===== config.mk =====
export PLATFORM = sky130hd
export DESIGN_NAME = nand_share_arbiter_flat
export DESIGN_NICKNAME = d
export VERILOG_FILES = /design/src/rtl/nand_share_arbiter_pkg.sv /design/src/rtl/nand_share_arbiter_if.sv /design/src/rtl/nand_share_arbiter_rr_arbiter.sv /design/src/rtl/nand_share_arbiter.sv /design/src/flat_wrapper.sv
export SDC_FILE = /design/constraint.sdc
export NUM_CORES = 1
export LEC_CHECK = 0
export CORE_UTILIZATION = 38
export CTS_BUF_LIST = sky130_fd_sc_hd__clkbuf_4 sky130_fd_sc_hd__clkbuf_8
export DETAILED_ROUTE_END_ITERATION = 8
export HOLD_SLACK_MARGIN = 0.12
export PLACE_DENSITY = 0.95
export SYNTH_ARGS = -nofsm -noshare
export SYNTH_HDL_FRONTEND = slang
export SYNTH_SLANG_ARGS = --single-unit

===== constraint.sdc =====
create_clock -name clk -period 3.7 [get_ports clk]
set_clock_uncertainty 0.15 [all_clocks]
set_input_delay 1.11 -clock clk [delete_from_list [all_inputs] [get_ports clk]]
set_output_delay 1.11 -clock clk [all_outputs]
set_load 0.01 [all_outputs]

===== src/rtl/nand_share_arbiter_pkg.sv =====
// nand_arb_pkg: shared constants and types for the NAND share arbiter.
//   NUM_REQ_DEF / DATA_W_DEF : default requester count and operand width
//   STAT_W                   : width of the optional statistics counters
//   arb_state_e              : result-slot state (EMPTY / FULL)
package nand_arb_pkg;

  localparam int unsigned NUM_REQ_DEF = 4;
  localparam int unsigned DATA_W_DEF  = 8;
  localparam int unsigned STAT_W      = 16;

  typedef enum logic {
    EMPTY = 1'b0,
    FULL  = 1'b1
  } arb_state_e;

endpackage


===== src/rtl/nand_share_arbiter_if.sv =====
// nand_share_arbiter_if: requester and response channels of the NAND share arbiter.
//   req_valid / req_ready : per-requester operand handshake (ready is one-hot or zero)
//   req_a / req_b         : packed operands, requester i at [i*DATA_W +: DATA_W]
//   rsp_valid / rsp_ready : result handshake
//   rsp_data / rsp_id     : NAND result and index of the requester that produced it
// Modports: master = requesters + downstream consumer, slave = arbiter.
interface nand_share_arbiter_if
  import nand_arb_pkg::*;
#(
  parameter int unsigned NUM_REQ = NUM_REQ_DEF,
  parameter int unsigned DATA_W  = DATA_W_DEF
);
  localparam int unsigned ID_W = $clog2(NUM_REQ);

  logic [NUM_REQ-1:0]        req_valid;
  logic [NUM_REQ-1:0]        req_ready;
  logic [NUM_REQ*DATA_W-1:0] req_a;
  logic [NUM_REQ*DATA_W-1:0] req_b;
  logic                      rsp_valid;
  logic                      rsp_ready;
  logic [DATA_W-1:0]         rsp_data;
  logic [ID_W-1:0]           rsp_id;

  modport master (
    output req_valid, req_a, req_b, rsp_ready,
    input  req_ready, rsp_valid, rsp_data, rsp_id
  );

  modport slave (
    input  req_valid, req_a, req_b, rsp_ready,
    output req_ready, rsp_valid, rsp_data, rsp_id
  );

endinterface


===== src/rtl/nand_share_arbiter_rr_arbiter.sv =====
// rr_arbiter: combinational round-robin grant.
//   req       : request vector
//   ptr       : highest-priority index this cycle
//   gnt       : one-hot grant (zero when no request)
//   gnt_idx   : index of the granted requester
//   gnt_valid : any grant issued
module rr_arbiter
  import nand_arb_pkg::*;
#(
  parameter int unsigned NUM_REQ = NUM_REQ_DEF,
  localparam int unsigned ID_W   = $clog2(NUM_REQ)
) (
  input  logic [NUM_REQ-1:0] req,
  input  logic [ID_W-1:0]    ptr,
  output logic [NUM_REQ-1:0] gnt,
  output logic [ID_W-1:0]    gnt_idx,
  output logic               gnt_valid
);

  // Scan from ptr upward, wrapping; the first set request wins.
  always_comb begin
    gnt       = '0;
    gnt_idx   = '0;
    gnt_valid = 1'b0;
    for (int unsigned k = 0; k < NUM_REQ; k++) begin
      int unsigned idx;
      idx = (32'(ptr) + k) % NUM_REQ;
      if (!gnt_valid && req[idx]) begin
        gnt[idx]  = 1'b1;
        gnt_idx   = ID_W'(idx);
        gnt_valid = 1'b1;
      end
    end
  end

endmodule


===== src/rtl/nand_share_arbiter.sv =====
// nand_share_arbiter: shares one DATA_W-wide NAND stage among NUM_REQ requesters.
//   clk, rst_n : clock, asynchronous active-low reset
//   bus        : nand_share_arbiter_if.slave (request and response channels)
//   grant_cnt  : per-requester saturating grant counters (NAND_ARB_STATS_EN only)
//   stall_cnt  : saturating count of cycles with a request while the slot is busy
//                (NAND_ARB_STATS_EN only)
// Optional feature macro: NAND_ARB_STATS_EN.
module nand_share_arbiter
  import nand_arb_pkg::*;
#(
  parameter int unsigned NUM_REQ = NUM_REQ_DEF,
  parameter int unsigned DATA_W  = DATA_W_DEF
) (
  input logic              clk,
  input logic              rst_n,
  nand_share_arbiter_if.slave bus
`ifdef NAND_ARB_STATS_EN
  ,
  output logic [NUM_REQ*STAT_W-1:0] grant_cnt,
  output logic [STAT_W-1:0]         stall_cnt
`endif
);

  localparam int unsigned ID_W = $clog2(NUM_REQ);
  localparam logic StEmpty = EMPTY;
  localparam logic StFull  = FULL;

  logic              state_q;
  logic [ID_W-1:0]   ptr_q;
  logic [DATA_W-1:0] data_q;
  logic [ID_W-1:0]   id_q;

  logic               slot_free;
  logic [NUM_REQ-1:0] arb_req;
  logic [NUM_REQ-1:0] gnt;
  logic [ID_W-1:0]    gnt_idx;
  logic               gnt_valid;
  logic [ID_W-1:0]    ptr_nxt;
  logic [DATA_W-1:0]  opnd_a;
  logic [DATA_W-1:0]  opnd_b;

  assign slot_free = (state_q == StEmpty) || bus.rsp_ready;
  // Masking with rst_n keeps req_ready low while reset is asserted.
  assign arb_req   = bus.req_valid & {NUM_REQ{slot_free && rst_n}};

  rr_arbiter #(
    .NUM_REQ (NUM_REQ)
  ) u_rr_arbiter (
    .req       (arb_req),
    .ptr       (ptr_q),
    .gnt       (gnt),
    .gnt_idx   (gnt_idx),
    .gnt_valid (gnt_valid)
  );

  assign opnd_a  = bus.req_a[gnt_idx*DATA_W +: DATA_W];
  assign opnd_b  = bus.req_b[gnt_idx*DATA_W +: DATA_W];
  assign ptr_nxt = (gnt_idx == ID_W'(NUM_REQ - 1)) ? '0 : gnt_idx + 1'b1;

  always_ff @(posedge clk or negedge rst_n) begin
    if (!rst_n) begin
      state_q <= StEmpty;
      ptr_q   <= '0;
      data_q  <= '0;
      id_q    <= '0;
    end else if (gnt_valid) begin
      // A grant implies the slot is free, so loading here also consumes the old result.
      state_q <= StFull;
      ptr_q   <= ptr_nxt;
      data_q  <= ~(opnd_a & opnd_b);
      id_q    <= gnt_idx;
    end else if (bus.rsp_ready) begin
      state_q <= StEmpty;
    end
  end

  assign bus.req_ready = gnt;
  assign bus.rsp_valid = state_q;
  assign bus.rsp_data  = data_q;
  assign bus.rsp_id    = id_q;

`ifdef NAND_ARB_STATS_EN
  logic [STAT_W-1:0] gcnt_q [NUM_REQ];
  logic [STAT_W-1:0] stall_q;

  always_ff @(posedge clk or negedge rst_n) begin
    if (!rst_n) begin
      for (int unsigned i = 0; i < NUM_REQ; i++) begin
        gcnt_q[i] <= '0;
      end
      stall_q <= '0;
    end else begin
      for (int unsigned i = 0; i < NUM_REQ; i++) begin
        if (gnt[i] && (gcnt_q[i] != {STAT_W{1'b1}})) begin
          gcnt_q[i] <= gcnt_q[i] + 1'b1;
        end
      end
      if ((|bus.req_valid) && !slot_free && (stall_q != {STAT_W{1'b1}})) begin
        stall_q <= stall_q + 1'b1;
      end
    end
  end

  for (genvar g = 0; g < NUM_REQ; g++) begin : g_cnt_out
    assign grant_cnt[g*STAT_W +: STAT_W] = gcnt_q[g];
  end
  assign stall_cnt = stall_q;
`endif

endmodule


===== src/flat_wrapper.sv =====
// flat-port wrapper written by rule: the top's interface ports become plain ports
module nand_share_arbiter_flat import nand_arb_pkg::*;
#(
  parameter int unsigned NUM_REQ = NUM_REQ_DEF,
  parameter int unsigned DATA_W  = DATA_W_DEF
)
  (clk, rst_n, bus_req_valid, bus_req_a, bus_req_b, bus_rsp_ready, bus_req_ready, bus_rsp_valid, bus_rsp_data, bus_rsp_id);
  nand_share_arbiter_if #(.NUM_REQ(NUM_REQ), .DATA_W(DATA_W)) bus_i ();
  input logic clk;
  input logic rst_n;
  input wire logic [$bits(bus_i.req_valid)-1:0] bus_req_valid;
  input wire logic [$bits(bus_i.req_a)-1:0] bus_req_a;
  input wire logic [$bits(bus_i.req_b)-1:0] bus_req_b;
  input wire logic [$bits(bus_i.rsp_ready)-1:0] bus_rsp_ready;
  output wire logic [$bits(bus_i.req_ready)-1:0] bus_req_ready;
  output wire logic [$bits(bus_i.rsp_valid)-1:0] bus_rsp_valid;
  output wire logic [$bits(bus_i.rsp_data)-1:0] bus_rsp_data;
  output wire logic [$bits(bus_i.rsp_id)-1:0] bus_rsp_id;
  assign bus_i.req_valid = bus_req_valid;
  assign bus_i.req_a = bus_req_a;
  assign bus_i.req_b = bus_req_b;
  assign bus_i.rsp_ready = bus_rsp_ready;
  assign bus_req_ready = bus_i.req_ready;
  assign bus_rsp_valid = bus_i.rsp_valid;
  assign bus_rsp_data = bus_i.rsp_data;
  assign bus_rsp_id = bus_i.rsp_id;
  nand_share_arbiter #(.NUM_REQ(NUM_REQ), .DATA_W(DATA_W)) u_core (.clk(clk), .rst_n(rst_n), .bus(bus_i));
endmodule

* Word level (Yosys, flattened, before mapping)
Index checks and enable logic that the tools add are counted.
Widths: inputs -> output; s select.
** Storage, ports and cells
- Word-level logic and storage cells :: 70
- Output and inout bits :: 15
- Register bits after elaboration :: 13
- Bits of input ports :: 71
** Operators by class
- Equality and inequality tests :: 1
- Reduce and logical (&&, ||, !) cells :: 13
- Shifts and indexed selects :: 2
- Magnitude comparators :: 8
- Multiplexer cells :: 31
- Add/sub/neg operators :: 4
- Bitwise gates (word level) :: 7
** Operators by type and width (count)
- $shiftx 32x6->8 :: 2
- $mux 4 :: 4
- $mux 1 :: 14
- $lt 2x3->1 const B :: 4
- $or 4x4->4 :: 3
- $mux 2 :: 5
- $and 8x8->8 :: 1
- $bmux 1 s2 :: 4
- $demux 1 s2 :: 4
- $ge 2x1->1 const B :: 4
- $logic_and 1x1->1 :: 8
- $not 8->8 :: 1
- $add 2x1->2 const B :: 2
- $add 2x2->2 const B :: 2
- $and 4x4->4 :: 1
- $logic_not 1->1 :: 3
- $eq 2x2->1 const B :: 1
- $reduce_bool 2->1 :: 1
- $logic_or 1x1->1 :: 1
- $not 1->1 :: 1

* Depth between registers and ports, before layout
Gate-level depths: netlist (run 1).
- Depth in word-level cells :: 19
- Gate-level depth with buffers :: 12
- Mapped depth without buffers :: 8

* Cells and area by module
From an unflattened synthesis (run 1), not the netlist that was laid out.
** Second synthesis, totals
- Cells, all modules :: 143
- Area total of the unflattened synthesis :: 1277.5 sq um
** Modules (own cells, without submodules)
- nand_share_arbiter :: cells an instance 98, area an instance 855.8 sq um, sequential area each 325.3 sq um, instances 1
- rr_arbiter :: cells an instance 45, area an instance 421.7 sq um, sequential area each 0.0 sq um, instances 1

* Worst setup path before layout (run 1)
Ideal clock, no wire load.
- Path type :: in2out
- From :: input port bus_rsp_ready
- To :: output port bus_req_ready[0]
- Buffers on the path :: 1
- Stages :: 7
- Data required time :: 2440 ps
- Slack :: 66 ps
- Arrival :: 2374 ps
- Path through :: nand2b_1 > and2_0 > clkbuf_1 > nand2_1 > nor2_1 > a22oi_1 > o21ai_0
** On the way
- Word-level cells in the longest chain between the ends :: 15
** Ends and longest elaborated chain
- from (decl) :: RTL line flat_wrapper.sv:14 : input wire logic [$bits(bus_i.rsp_ready)-1:0] bus_rsp_ready;
- $logic_or 1x1->1 (*) :: RTL line nand_share_arbiter.sv:42 : assign slot_free = (state_q == StEmpty) || bus.rsp_ready;
- $logic_and 1x1->1 (*) :: RTL line nand_share_arbiter.sv:44 : assign arb_req = bus.req_valid & {NUM_REQ{slot_free && rst_n}};
- $and 4x4->4 (*) :: RTL line nand_share_arbiter.sv:44
- $bmux 1 s2 :: RTL line nand_share_arbiter_rr_arbiter.sv:28 : if (!gnt_valid && req[idx]) begin
- $mux 1 (implied by the code) :: RTL line nand_share_arbiter_rr_arbiter.sv:28
- $mux 1 :: RTL line nand_share_arbiter_rr_arbiter.sv:28
- $logic_not 1->1 :: RTL line nand_share_arbiter_rr_arbiter.sv:28
- $logic_and 1x1->1 :: RTL line nand_share_arbiter_rr_arbiter.sv:28
- $mux 1 :: RTL line nand_share_arbiter_rr_arbiter.sv:28
- $logic_not 1->1 :: RTL line nand_share_arbiter_rr_arbiter.sv:28
- $logic_and 1x1->1 :: RTL line nand_share_arbiter_rr_arbiter.sv:28
- $mux 1 :: RTL line nand_share_arbiter_rr_arbiter.sv:28
- $logic_not 1->1 :: RTL line nand_share_arbiter_rr_arbiter.sv:28
- $logic_and 1x1->1 :: RTL line nand_share_arbiter_rr_arbiter.sv:28
- $mux 4 (*) :: RTL line nand_share_arbiter_rr_arbiter.sv:28
- to (decl) :: RTL line flat_wrapper.sv:15 : output wire logic [$bits(bus_i.req_ready)-1:0] bus_req_ready;
Mark *: on every way between the ends. The rest lies on a longest branch, timed or not. The select of a mux whose other input is x is not followed.

* Final worst setup path (run 1)
- From :: input port bus_req_valid[1]
- To :: output port bus_req_ready[3]
** On the way
- Word-level cells in the longest chain between the ends :: 13
** Ends and longest elaborated chain
- from (decl) :: RTL line flat_wrapper.sv:11 : input wire logic [$bits(bus_i.req_valid)-1:0] bus_req_valid;
- $and 4x4->4 (*) :: RTL line nand_share_arbiter.sv:44
- $bmux 1 s2 :: RTL line nand_share_arbiter_rr_arbiter.sv:28
- $mux 1 (implied by the code) :: RTL line nand_share_arbiter_rr_arbiter.sv:28
- $mux 1 :: RTL line nand_share_arbiter_rr_arbiter.sv:28
- $logic_not 1->1 :: RTL line nand_share_arbiter_rr_arbiter.sv:28
- $logic_and 1x1->1 :: RTL line nand_share_arbiter_rr_arbiter.sv:28
- $mux 1 :: RTL line nand_share_arbiter_rr_arbiter.sv:28
- $logic_not 1->1 :: RTL line nand_share_arbiter_rr_arbiter.sv:28
- $logic_and 1x1->1 :: RTL line nand_share_arbiter_rr_arbiter.sv:28
- $mux 1 :: RTL line nand_share_arbiter_rr_arbiter.sv:28
- $logic_not 1->1 :: RTL line nand_share_arbiter_rr_arbiter.sv:28
- $logic_and 1x1->1 :: RTL line nand_share_arbiter_rr_arbiter.sv:28
- $mux 4 (*) :: RTL line nand_share_arbiter_rr_arbiter.sv:28
Marks and branches as above.

==> results of run 1 <==
==> power groups by stage <==
stage          clock network [mW]  registers (mW)  logic, mW
2_1_floorplan                   0           0.287      0.528
3_3_place_gp                    0           0.249      0.898
3_5_place_dp                    0           0.251      0.927
4_1_cts                     0.100           0.252      0.942
5_1_grt                     0.109           0.262       1.07
6_report                    0.101           0.253      0.994
==> how the worst min path moves through the flow <==
stage,start,end,cells after the start
3_3_place_gp,u_core.bus.rsp_id[1]$_DFFE_PN0P_,u_core.bus.rsp_id[1]$_DFFE_PN0P_,1
6_report,u_core.bus.rsp_id[0]$_DFFE_PN0P_,u_core.bus.rsp_id[0]$_DFFE_PN0P_,1
2_1_floorplan,u_core.bus.rsp_id[1]$_DFFE_PN0P_,u_core.bus.rsp_id[1]$_DFFE_PN0P_,1
4_1_cts,u_core.bus.rsp_id[0]$_DFFE_PN0P_,u_core.bus.rsp_id[0]$_DFFE_PN0P_,1
5_1_grt,u_core.bus.rsp_id[0]$_DFFE_PN0P_,u_core.bus.rsp_id[0]$_DFFE_PN0P_,1
3_5_place_dp,u_core.bus.rsp_id[1]$_DFFE_PN0P_,u_core.bus.rsp_id[1]$_DFFE_PN0P_,1
==> flip-flops by register name (all words and copies together), names as in the netlist <==
name	count
u_core.ptr_q	2
u_core.bus.rsp_data	8
u_core.bus.rsp_id	2
u_core.bus.rsp_valid	1
==> repair_timing <==
action                                  CTS  global route
setup buffers                             1             2
pin swaps                                 3             8
gates resized for setup                  45            19
endpoints found under the setup margin    4             4
hold endpoints to repair                  0             0
==> final cells by class <==
type	instances	share of cell area, %
Sequential cell	13	13.2
Clock buffer	4	1.21
Timing Repair Buffer	107	39.9
Multi-Input combinational cell	140	43.1
Tap cell	46	2.33
Inverter	2	0.303
==> placed cells by master (no fill, tap or decap), types with 2 or more instances in the layout <==
cell / synthesis / final
a21o_1: 2 / 2
o21ai_0: 6 / 2
a32oi_1: 8 / 8
inv_1: 2 / 2
nor2_1: 5 / 4
o21ai_2: 1 / 2
o31a_1: 8 / 8
buf_2: 7 / 6
ha_1: 8 / 8
mux4_2: 2 / 2
buf_4: 2 / 23
nor3b_1: 3 / 2
nand2_1: 39 / 37
clkdlybuf4s50_1: 0 / 75
a22oi_2: 0 / 8
a21oi_1: 12 / 11
o21ai_1: 2 / 5
clkbuf_4: 0 / 5
nand3_1: 3 / 3
mux2i_1: 4 / 4
a22o_1: 7 / 7
dfrtp_1: 13 / 13
nand2_2: 1 / 2
dlymetal6s2s_1: 0 / 2
==> cell families (layout without fill, tap and decap cells) <==
family | after synthesis | count (layout)
AOI/OAI and AO/OA | 64 | 64
and+or+nand+nor | 61 | 61
buffers and inverters | 15 | 113
DFF | 13 | 13
adders and majority gates | 8 | 8
muxes | 6 | 6
xor gates and xnor gates | 1 | 1
==> stage by stage <==
stage          total power, mW  std cells  instance area, um^2  setup slack, ps  utilization [%]
3_5_place_dp              1.18        305                 2350             -810             68.8
4_1_cts                   1.29        310                 2390             3.85             70.0
6_report                  1.35        312                 2470             31.8             72.4
5_1_grt                   1.44        312                 2470            -26.9             72.4
3_3_place_gp              1.15        305                 2350             -716             68.8
2_1_floorplan            0.815        168                 1380             65.7                -
==> per-layer routing <==
metal  up-vias  GRT usage [%]  routed length [um]
met3        10           5.51                 325
met5         -              0                  12
met2        83           47.0                2610
met1       841           27.3                1790
li1        830              -                   -
met4         2           7.27                  62
==> qor.csv, run 1 <==
stage,metric,value,unit
grt,gr usage total,24.8,%
logic_synthesis,Synth async-reset ratio,100,%
setup_path,Worst path depth,6,
setup_path,worst setup path category,in2out,
logic_synthesis,"FF+latch count, synth",13,
grt,first-pass GRT wire length,7710,um
grt,pin count of the biggest net entering global routing,21,
power,internal power,0.763,mW
layout,Register Area,325,um^2
setup_path,CP top delay family,multiplexers,
flow_run,Max-cap violations,0,
logic_synthesis,dominant cell by count in the synthesized netlist,nand2_1,
routing,DRT iter0 DRCs,40,
logic_synthesis,Synth area leader,dfrtp_1,
setup_path,Worst Setup End Kind,output port,
logic_synthesis,Synthesized Nets,247,
routing,drt pass-1 iters,4,
setup_path,worst path required time,2440,ps
sta,fmax,0.273,GHz
logic_synthesis,YS warnings,0,
logic_synthesis,XOR/XNOR Fraction of Synth Area,0.636,%
die,core footprint,3420,um^2
logic_synthesis,top post-synthesis cells by area,"dfrtp_1, nand2_1, ha_1",
cts,cts hold-fix bufs,0,
cts,clk_lat worst skew,280,ps
logic_synthesis,register area share after synthesis,23.6,%
setup_path,worst r2r dst,u_core.bus.rsp_data[3]$_DFFE_PN0P_,
logic_synthesis,compound-gate portion of the synthesized area,35.2,%
layout,share of layout cells above drive strength 1,22.6,%
sta,"Min Clock Period, post-route",3670,ps
routing,DR vias,1766,
place,HPWL Detailed,3590,um
die,row cnt,21,
cts,TritonCTS clock tree,built,
setup_path,CP max stage cell,mux4_2,
logic_synthesis,synthesized cell area,1380,um^2
min_path,Hold Path Class,reg2reg,
sta,setup violators final,0,
routing,Routed WL,4800,um
run_status,outcome,"complete, no violations",
routing,post-detailed-route via-to-cell ratio,5.66,
power,Max VDD drop,340,uV
logic_synthesis,most frequent cells after synthesis,"nand2_1, dfrtp_1, a21oi_1",
setup_path,CP max FO,8,
routing,Post-DRT Antenna Nets,0,
routing,wire per inst,15.4,um
die,initial core utilization,40.3,%
layout,area of the multi-input gates,1070,um^2
power,P_leak,1.03,nW
logic_synthesis,top cell type's share of synthesized area,23.6,%
die,die span in y,62.2,um
cts,Root Driver,clkbuf_4,
sta,Fin Hold WS,340,ps
setup_path,CP startpoint kind,input port,
power,Clock power frac,7.5,%
setup_path,worst setup path start,bus_req_valid[1],
setup_path,Bufs and invs on worst path,2,
power,NetSw,0.586,mW
logic_synthesis,synthesized area per cell,8.20,um^2
setup_path,RR Startpoint,u_core.ptr_q[0]$_DFFE_PN0P_,
logic_synthesis,Yosys cell types,41,
setup_path,max incr delay on CP,510,ps
layout,synth-to-layout area growth,79.6,%
power,Comb pwr share,73.7,%
logic_synthesis,synthesized netlist cell count,168,
sta,Hold Fails Final Rpt,0,
cts,"Reg clk slew, reported paths",80,ps
logic_synthesis,number of enable flip-flop cells after synthesis,0,
layout,nets,346,
cts,TritonCTS Buffers,3,
cts,Clock Sinks,13,
logic_synthesis,synthesized-area fraction occupied by adder cells,7.27,%
grt,vias in the first global route,1724,
layout,fill count,262,
routing,DRC viols,0,
setup_path,reg2reg path depth,9,
cts,CTS H-tree lvls,1,
logic_synthesis,largest family of logic cells by synthesized area,compound AO/OA/AOI/OAI gates,
die,DIE AREA,3870,um^2
sta,final period utilization,99.1,%
die,I/O Pins,86,
power,PwrDens,545,nW/um^2
grt,total gr overflow,0,
setup_path,flop2flop setup slack,890,ps
grt,initial antenna violation count,1,
logic_synthesis,Simple-Gate Fraction of Synth Area,20.7,%
setup_path,critical path cell sequence,clkbuf_4 -> mux4_2 -> and3_4 -> a22oi_2 -> o21ai_1 -> buf_2,
sta,worst-margin pin slew,882,ps
sta,worst relative slew slack,41.2,%
logic_synthesis,Synth Flop Type,dfrtp_1,
place,PortBufs,85,
power,switching share of power,43.4,%
setup_path,WP data arrival,2410,ps
sta,max-slew violations,0,
setup_path,worst setup path endpoint,bus_req_ready[3],
place,gpl congestion,0.828,
layout,diode count,0,
logic_synthesis,mux cell area share after synthesis,6.18,%
sta,Fin Setup TNS,0,ps
power,sequential power share,18.8,%
cts,CTS Buffer Depth,2,
die,Die Wd,62.2,um
(Power assumes the default switching activity.)
==> run 2: changes to the inputs <==
--- a/config.mk
+++ b/config.mk
@@ -5,11 +5,12 @@
 export SDC_FILE = /design/constraint.sdc
 export NUM_CORES = 1
 export LEC_CHECK = 0
-export CORE_UTILIZATION = 38
+export CORE_UTILIZATION = 40
 export CTS_BUF_LIST = sky130_fd_sc_hd__clkbuf_4 sky130_fd_sc_hd__clkbuf_8
 export DETAILED_ROUTE_END_ITERATION = 8
+export DONT_BUFFER_PORTS = 1
 export HOLD_SLACK_MARGIN = 0.12
-export PLACE_DENSITY = 0.95
+export PLACE_DENSITY = 0.66
 export SYNTH_ARGS = -nofsm -noshare
 export SYNTH_HDL_FRONTEND = slang
 export SYNTH_SLANG_ARGS = --single-unit
==> qor.csv, run 2 (synthesis gave the netlist of run 1 again) <==
stage,metric,value,unit
routing,post-detailed-route via-to-cell ratio,6.22,
routing,drt pass-1 iters,4,
grt,"Most Used Layer, Global Route",met2,
place,PortBufs,0,
sta,RSZ-0062 raised after global routing,false,
place,HPWL Detailed,2810,um
cts,postcts setup bufs,0,
grt,GRT met2 Usage,32.7,%
grt,GRT met3 Usage,4.69,%
grt,total gr overflow,0,
layout,nets,248,
layout,synth-to-layout area growth,6.99,%
die,I/O Pins,86,
cts,cts hold-fix bufs,0,
cts,TritonCTS clock tree,built,
sta,"Min Clock Period, post-route",3580,ps
sta,worst setup margin,120,ps
setup_path,worst setup path category,in2out,
sta,max-slew violations,0,
power,Max VDD drop,294,uV
setup_path,Worst Setup End Kind,output port,
sta,final period utilization,96.8,%
flow_run,Max-cap violations,0,
grt,M1 GR Usage,24.3,%
routing,DR vias,1319,
cts,Root Driver,clkbuf_4,
routing,DRT iter0 DRCs,71,
power,P_leak,0.589,nW
grt,pin count of the biggest net entering global routing,18,
setup_path,worst path required time,2440,ps
run_status,outcome,"complete, no violations",
cts,CTS Buffer Depth,2,
sta,fmax,0.279,GHz
die,die span in y,60.7,um
setup_path,WP data arrival,2320,ps
grt,first-pass GRT wire length,5260,um
power,PwrDens,724,nW/um^2
die,Die Wd,60.7,um
layout,share of layout cells above drive strength 1,14.3,%
cts,TritonCTS Buffers,3,
die,initial core utilization,43.7,%
cts,CTS H-tree lvls,1,
layout,most frequent cells in the layout,"nand2_1, dfrtp_1, a21oi_1",
min_path,Hold Path Class,in2async,
grt,initial antenna violation count,0,
sta,worst-margin pin slew,783,ps
layout,max FFs per register,8,
die,DIE AREA,3680,um^2
sta,worst relative slew slack,47.8,%
layout,"commonest non-fill, non-tap cell in the layout",nand2_1,
layout,diode count,0,
routing,DRC viols,0,
cts,"Reg clk slew, reported paths",80,ps
die,row cnt,20,
layout,fill count,337,
cts,Clock Sinks,13,
routing,Routed WL,3660,um
place,gpl congestion,0.790,
routing,Post-DRT Antenna Nets,0,
grt,vias in the first global route,1146,
grt,gr usage total,19.3,%
setup_path,reg2reg path depth,8,
cts,cts repair resizes,0,
setup_path,CP startpoint kind,input port,
sta,setup violators final,0,
routing,wire per inst,17.3,um
place,post-placement setup slack,20.6,ps
die,core footprint,3150,um^2
sta,Hold Fails Final Rpt,0,
sta,Fin Setup TNS,0,ps
cts,clk_lat worst skew,260,ps
setup_path,CP max FO,11,
run 2: changes by cell type in the layout (fill, tap and decap cells not counted), moves of 2 or more:
cell and delta:
nand2_1 +2, a22oi_2 -8, a22oi_1 +8, o21ai_0 +4, o21ai_1 -3, clkdlybuf4s50_1 -75, buf_4 -14, buf_2 -6
dlymetal6s2s_1 -2
run 2: report_power, final:
part           switching [mW]  internal, mW  total (mW)
clock network          0.0446        0.0490      0.0936
registers              0.0760         0.211       0.287
logic                   0.371         0.316       0.687
total                   0.492         0.576        1.07
run 2: worst paths after layout:
| path | from | endpoint | slack [ps] |
|---|---|---|---|
| hold reg to reg | u_core.bus.rsp_id[1]$_DFFE_PN0P_ | u_core.bus.rsp_id[1]$_DFFE_PN0P_ | 410 |
| setup / recovery | bus_req_valid[2] | bus_req_ready[2] | 120 |
| min in group clk | u_core.bus.rsp_id[1]$_DFFE_PN0P_ | u_core.bus.rsp_id[1]$_DFFE_PN0P_ | 410 |
| max in group asynchronous | rst_n | u_core.ptr_q[1]$_DFFE_PN0P_ | 2950 |
| setup reg to reg | u_core.ptr_q[0]$_DFFE_PN0P_ | u_core.bus.rsp_data[3]$_DFFE_PN0P_ | 1100 |
| hold / removal | rst_n | u_core.bus.rsp_data[2]$_DFFE_PN0P_ | 380 |
run 2: cell type report:
cell class / count / area (um^2) / area share (%)
clock buffer: 4 / 30.0 / 2.04
inverter: 2 / 7.51 / 0.509
multi-input combinational: 140 / 988 / 67.1
sequential: 13 / 325 / 22.1
tap: 44 / 55.1 / 3.74
timing repair buffer: 9 / 67.6 / 4.58
run 2: metrics by stage:
step                total power, mW  hold slack, ps  util [%]  area [um^2]  instances
finish                         1.07             376      46.7         1470        212
global route                   1.15             346      46.7         1470        212
floorplan                     0.815             368         -         1380        168
global placement              0.914             380      45.0         1420        208
detailed placement            0.947             400      45.0         1420        208
CTS                            1.04             365      46.0         1450        212
run 2: layer usage:
metal,wire length (um),vias up
li1,-,634
met4,39,0
met2,1830,57
met3,246,4
met5,0,-
met1,1550,624
run 2: worst max-delay path: stages:
cell     delay (ps)
mux4_2          490
and3_1          250
a22oi_1         180
o21ai_0         110
buf_4           180
